**src/rtl/medidor_desempenho_program_memory_arbiter.sv**
```systemverilog
// ---------------------------------------------------------------------------
// medidor_desempenho_program_memory_arbiter
//
// Shares the single-port 8192 x 32 program memory between the instruction
// master (m0, read-only) and the data/loader master (m1, read/write). At most
// one access is granted per cycle. Read data comes back one cycle after the
// accept and is flagged to the master that issued the read. Two saturating
// counters record how many cycles each master was held off.
//
// Build option:
//   MEMARB_ROUND_ROBIN_EN  defined   -> contention alternates between masters
//                          undefined -> fixed priority, m0 always wins
//
// Ports:
//   clk, reset               clock, asynchronous active-high reset
//   m0_*                     instruction master (address/read in;
//                            waitrequest/readdata/readdatavalid out)
//   m1_*                     data master (address/read/write/writedata/
//                            byteenable in; waitrequest/readdata/
//                            readdatavalid out)
//   mem_*                    memory slave side (address/chipselect/write/
//                            writedata/byteenable out; readdata in)
//   cnt_clear                synchronous clear of both stall counters
//   m0_stall_cnt, m1_stall_cnt  saturating refused-request cycle counts
// ---------------------------------------------------------------------------
module medidor_desempenho_program_memory_arbiter #(
  parameter int ADDR_W = 13,
  parameter int DATA_W = 32,
  parameter int BE_W   = 4,
  parameter int CNT_W  = 32
) (
  input  logic              clk,
  input  logic              reset,
  input  logic [ADDR_W-1:0] m0_address,
  input  logic              m0_read,
  output logic              m0_waitrequest,
  output logic [DATA_W-1:0] m0_readdata,
  output logic              m0_readdatavalid,
  input  logic [ADDR_W-1:0] m1_address,
  input  logic              m1_read,
  input  logic              m1_write,
  input  logic [DATA_W-1:0] m1_writedata,
  input  logic [BE_W-1:0]   m1_byteenable,
  output logic              m1_waitrequest,
  output logic [DATA_W-1:0] m1_readdata,
  output logic              m1_readdatavalid,
  output logic [ADDR_W-1:0] mem_address,
  output logic              mem_chipselect,
  output logic              mem_write,
  output logic [DATA_W-1:0] mem_writedata,
  output logic [BE_W-1:0]   mem_byteenable,
  input  logic [DATA_W-1:0] mem_readdata,
  input  logic              cnt_clear,
  output logic [CNT_W-1:0]  m0_stall_cnt,
  output logic [CNT_W-1:0]  m1_stall_cnt
);

  logic m0_req;
  logic m1_req;
  logic contended;
  logic grant_m0;
  logic grant_m1;
  logic rd_issue;

  logic last_grant;
  logic rd_pend;
  logic rd_owner;

  // Counter increment that sticks at all-ones instead of wrapping.
  function automatic logic [CNT_W-1:0] sat_inc(input logic [CNT_W-1:0] v);
    return (&v) ? v : v + 1'b1;
  endfunction

  // Arbitration and memory command (combinational, accept cycle)
  always_comb begin
    m0_req    = m0_read;
    m1_req    = m1_read | m1_write;
    contended = m0_req & m1_req;
`ifdef MEMARB_ROUND_ROBIN_EN
    // Under contention m1 wins only if m0 had the previous contended grant.
    grant_m1  = m1_req & (~m0_req | ~last_grant);
`else
    grant_m1  = m1_req & ~m0_req;
`endif
    grant_m0  = m0_req & ~grant_m1;

    m0_waitrequest = m0_req & ~grant_m0;
    m1_waitrequest = m1_req & ~grant_m1;

    mem_chipselect = grant_m0 | grant_m1;
    mem_address    = grant_m1 ? m1_address : m0_address;
    // A simultaneous read+write from m1 is treated as a write.
    mem_write      = grant_m1 & m1_write;
    mem_writedata  = m1_writedata;
    mem_byteenable = grant_m0 ? {BE_W{1'b1}} : m1_byteenable;

    rd_issue = grant_m0 | (grant_m1 & ~m1_write);
  end

  // last_grant steers nothing in the fixed-priority build; keep it referenced.
  logic unused_last_grant;
  assign unused_last_grant = &{1'b0, last_grant};

  // Read-return stage: one cycle after the accept
  always_ff @(posedge clk or posedge reset) begin
    if (reset) begin
      last_grant   <= 1'b1;
      rd_pend      <= 1'b0;
      rd_owner     <= 1'b0;
      m0_stall_cnt <= '0;
      m1_stall_cnt <= '0;
    end else begin
      if (contended) begin
        last_grant <= grant_m1;
      end
      rd_pend  <= rd_issue;
      rd_owner <= grant_m1;

      if (cnt_clear) begin
        m0_stall_cnt <= '0;
        m1_stall_cnt <= '0;
      end else begin
        if (m0_waitrequest) m0_stall_cnt <= sat_inc(m0_stall_cnt);
        if (m1_waitrequest) m1_stall_cnt <= sat_inc(m1_stall_cnt);
      end
    end
  end

  assign m0_readdata      = mem_readdata;
  assign m1_readdata      = mem_readdata;
  assign m0_readdatavalid = rd_pend & ~rd_owner;
  assign m1_readdatavalid = rd_pend &  rd_owner;

endmodule

```
**config.mk**
```make
export PLATFORM = sky130hd
export DESIGN_NAME = medidor_desempenho_program_memory_arbiter
export DESIGN_NICKNAME = d
export VERILOG_FILES = /design/src/rtl/medidor_desempenho_program_memory_arbiter.sv
export SDC_FILE = /design/constraint.sdc
export NUM_CORES = 1
export LEC_CHECK = 0
export BUFFER_PORTS_ARGS = -buffer_cell sky130_fd_sc_hd__buf_2
export CORE_AREA = 2 2 109 111
export CTS_BUF_LIST = sky130_fd_sc_hd__clkbuf_16
export DETAILED_ROUTE_END_ITERATION = 8
export DIE_AREA = 0 0 111 113
export PLACE_DENSITY = 0.79
export SLEW_MARGIN = 20
export SYNTH_ARGS = -nofsm -noshare
export SYNTH_HDL_FRONTEND = slang
export SYNTH_SLANG_ARGS = --single-unit
```
**constraint.sdc**
```tcl
create_clock -name clk -period 6.3 [get_ports clk]
set_input_delay 0.63 -clock clk [delete_from_list [all_inputs] [get_ports clk]]
set_output_delay 0.63 -clock clk [all_outputs]
set_load 0.05 [all_outputs]
```
==> results.py <==
metrics = {
    "status": {
        "status": "completed",
    },
    "critical_path": {
        "cp_data_required_time_ps": 5670,
        "worst-setup-path-type": "input port to output port",
        "start_kind": "input port",
        "end_kind": "output port",
        "cp_slowest_stage_delay_ps": 390,
        "worstPathCellList": "buf_2 -> nor2_1 -> or2_2 -> inv_1 -> nand2_1 -> nand2_1 -> buf_2",
        "cp_max_fo": 14,
        "cp.arrival_ps": 2050,
        "slowest_stage": "or2_2",
    },
    "logic_synthesis": {
        "ys_seq_area_share_pct": 42.90,
        "synth_warnings": 0,
        "syn-num-nets": 519,
        "post_synth_inst_count": 418,
        "synth_edf_count": 0,
        "async_reset_ff_share_pct": 100.0,
        "synth_seq_cells": 66,
        "ys.flop_type": "dfrtp_1",
        "ys_types": 45,
        "syn_avg_cell_area_um2": 9.210,
        "syn_area_um2": 3850,
    },
    "pwr": {
        "clock_power_share_pct": 47.9,
        "p_seq_share_pct": 41.5,
        "power_density_nw_per_um2": 248.7,
        "switchingPower_mw": 0.2748,
        "p_sw_share_pct": 26.64,
        "combPwrFrac_pct": 10.6,
        "p_leak_nw": 2.094,
        "p_int_mw": 0.7565,
        "vdd_drop_max_v": 0.0002093,
    },
    "drt": {
        "wl_per_cell_um": 17.40,
        "drc": 0,
        "drt-initial-drc-count": 166,
        "finalWirelength_mm": 10.16,
        "via_per_inst": 5.021,
        "firstDrtPassIters": 4,
        "vias": 2932,
        "ant_nets": 0,
    },
    "timing": {
        "worst_slew_pin_slew_ps": 810.9,
        "fin_crit_sh_pct": 42.58,
        "rsz0062_at_grt": "no",
        "relSlewSlack_pct": 45.94,
        "tns_ps": 0,
        "skew_ps": 12.45,
        "max_freq_mhz": 372.8,
        "maxSlewViolCount": 0,
        "hold_viol_final": 0,
        "setup_slack_ps": 3617,
        "finalCriticalPeriod_ps": 2683,
        "setup_viol": 0,
    },
    "floorplan": {
        "initial_core_util_pct": 34.15,
        "rows": 39,
        "die_h_um": 113,
        "core_um2": 11270,
        "ioPinCount": 283,
        "dieArea_um2": 12540,
        "die_w_um": 111,
    },
    "clock_network": {
        "htree_levels": 3,
        "cts.clk_slew.worst_paths_ps": 50,
        "cts_buffers": 9,
        "cts_sinks": 66,
        "max-clock-path-buffers": 2,
        "post_cts_buffers": 0,
        "cts_hold_buf": 0,
        "cts-root-buf": "clkbuf_16",
        "cts_tree": "built",
        "clock_latency_ps": 330,
        "cts_resized": 0,
    },
    "placement": {
        "gp_congestion": 0.8519,
        "dp_hpwl_mm": 7.620,
        "dp_slack_ps": 3618,
        "io_buffer_count": 121,
    },
    "finish": {
        "drive_gt1_share_pct": 34.92,
        "diodes": 0,
        "syn2layout_area_growth_pct": 7.702,
        "final_util_pct": 36.79,
        "nNetsFinal": 537,
    },
    "global_routing": {
        "use_met3_pct": 6.642,
        "grt_first_pass_wirelength_mm": 15.71,
        "gr-max-usage-layer": "met2",
        "antenna_found_initial": 0,
        "grt_util_met1_pct": 17.91,
        "grt.total_usage_pct": 16.06,
        "grt_max_degree": 67,
        "grt_pass1_vias": 2862,
        "grt-ovfl-total": 0,
        "met2_usage_pct": 28.63,
    },
    "worst_hold_path": {
        "hold_class": "flip-flop to flip-flop",
    },
    "run": {
        "cap_violations": 0,
    },
}
## cells by family (layout without fill, tap and decap cells)
group / after synthesis / after routing / synth area share, %
other cells: 1 / 1 / 0.09740
fa+ha+maj: 1 / 1 / 0.3249
flops: 66 / 66 / 42.90
mux: 2 / 2 / 0.5525
buf+inv: 122 / 145 / 21.81
simple gates: 166 / 166 / 23.63
compound gates: 49 / 49 / 8.190
xor+xnor: 11 / 11 / 2.503
## per-stage QoR
stage / total power, mW / std cells / area (um^2) / hold WS, ps
2_1_floorplan: 0.6777 / 418 / 3850 / 746.9
3_3_place_gp: 0.5442 / 567 / 3834 / 476.4
3_5_place_dp: 0.5456 / 567 / 3834 / 484.4
4_1_cts: 1.044 / 583 / 4126 / 499.0
5_1_grt: 1.076 / 584 / 4146 / 511.7
6_report: 1.031 / 584 / 4146 / 494.6
## metal layers
metal | wire, um | vias to the layer above | part of all wire (%)
li1 | - | 1345 | -
met5 | 0 | - | 0
met2 | 5274 | 194 | 52
met3 | 1083 | 20 | 11
met4 | 110 | 0 | 1.1
met1 | 3695 | 1373 | 36
## power groups by stage
| stage | sequential, mW | clock (mW) | combinational [mW] |
|---|---|---|---|
| 3_5_place_dp | 0.436 | 0 | 0.110 |
| 3_3_place_gp | 0.436 | 0 | 0.109 |
| 4_1_cts | 0.428 | 0.506 | 0.110 |
| 5_1_grt | 0.428 | 0.529 | 0.119 |
| 2_1_floorplan | 0.440 | 0 | 0.238 |
| 6_report | 0.428 | 0.494 | 0.109 |
## area by class of cell
cell class	count	area [um^2]
fill	1129	7126
sequential	66	1652
multi-input combinational	230	1374
timing repair buffer	123	626.9
clock buffer	9	225.2
tap	143	178.9
clock inverter	7	67.56
inverter	6	22.52
## cell usage in the layout, fill, tap and decap left out, drive strengths merged, types with 3 or more instances in the layout
cell type,count
and2,4
or4,12
nand3,10
nor2,18
dfrtp,66
xor2,3
nand2,51
or3,9
nor4,3
inv,8
clkbuf,9
nor2b,35
xnor2,8
nand4,7
buf,123
a211oi,3
or2,5
o31ai,11
clkinv,3
a21oi,19
and4,6
o21ai,6
nor3,3
## registers in the layout, summed over array words and instances (netlist names)
| name | count |
|---|---|
| rd_pend | 1 |
| m1_stall_cnt | 32 |
| rd_owner | 1 |
| m0_stall_cnt | 32 |
## path summary, 6_finish.rpt
kind | from | end | slack (ps) | cells after the start
worst max-delay path | m1_write | mem_address[8] | 3620 | 7
worst min-delay path | m0_stall_cnt[30] | m0_stall_cnt[30] | 490 | 1
worst max register to register | m1_stall_cnt[0] | m1_stall_cnt[20] | 3880 | 6
worst min register to register | m0_stall_cnt[30] | m0_stall_cnt[30] | 490 | 1
max in group asynchronous | reset | m1_stall_cnt[20] | 5230 | 3
min in group asynchronous | reset | m0_stall_cnt[3] | 530 | 3
## synthesized netlist by cell type, drive strengths merged (4+ instances only)
cell type	n	area, um^2
nor2b	35	219.0
and2	4	25.02
a21oi	19	95.09
nand3	10	50.05
inv	6	22.52
xnor2	8	70.07
or2	5	31.28
and4	6	53.80
o21ai	6	30.03
clkbuf	13	48.80
or4	12	97.60
or3	9	56.30
o31ai	11	87.58
nand4	7	65.06
nand2	51	191.4
dfrtp	66	1652
buf	103	768.2
nor2	18	67.56
## critical path: cells and delay by family
| kind | cells | cell delay (ps) |
|---|---|---|
| AND/OR/NAND/NOR | 4 | 650 |
| buffers and inverters | 3 | 770 |
Power figures use the tool's default switching activity.
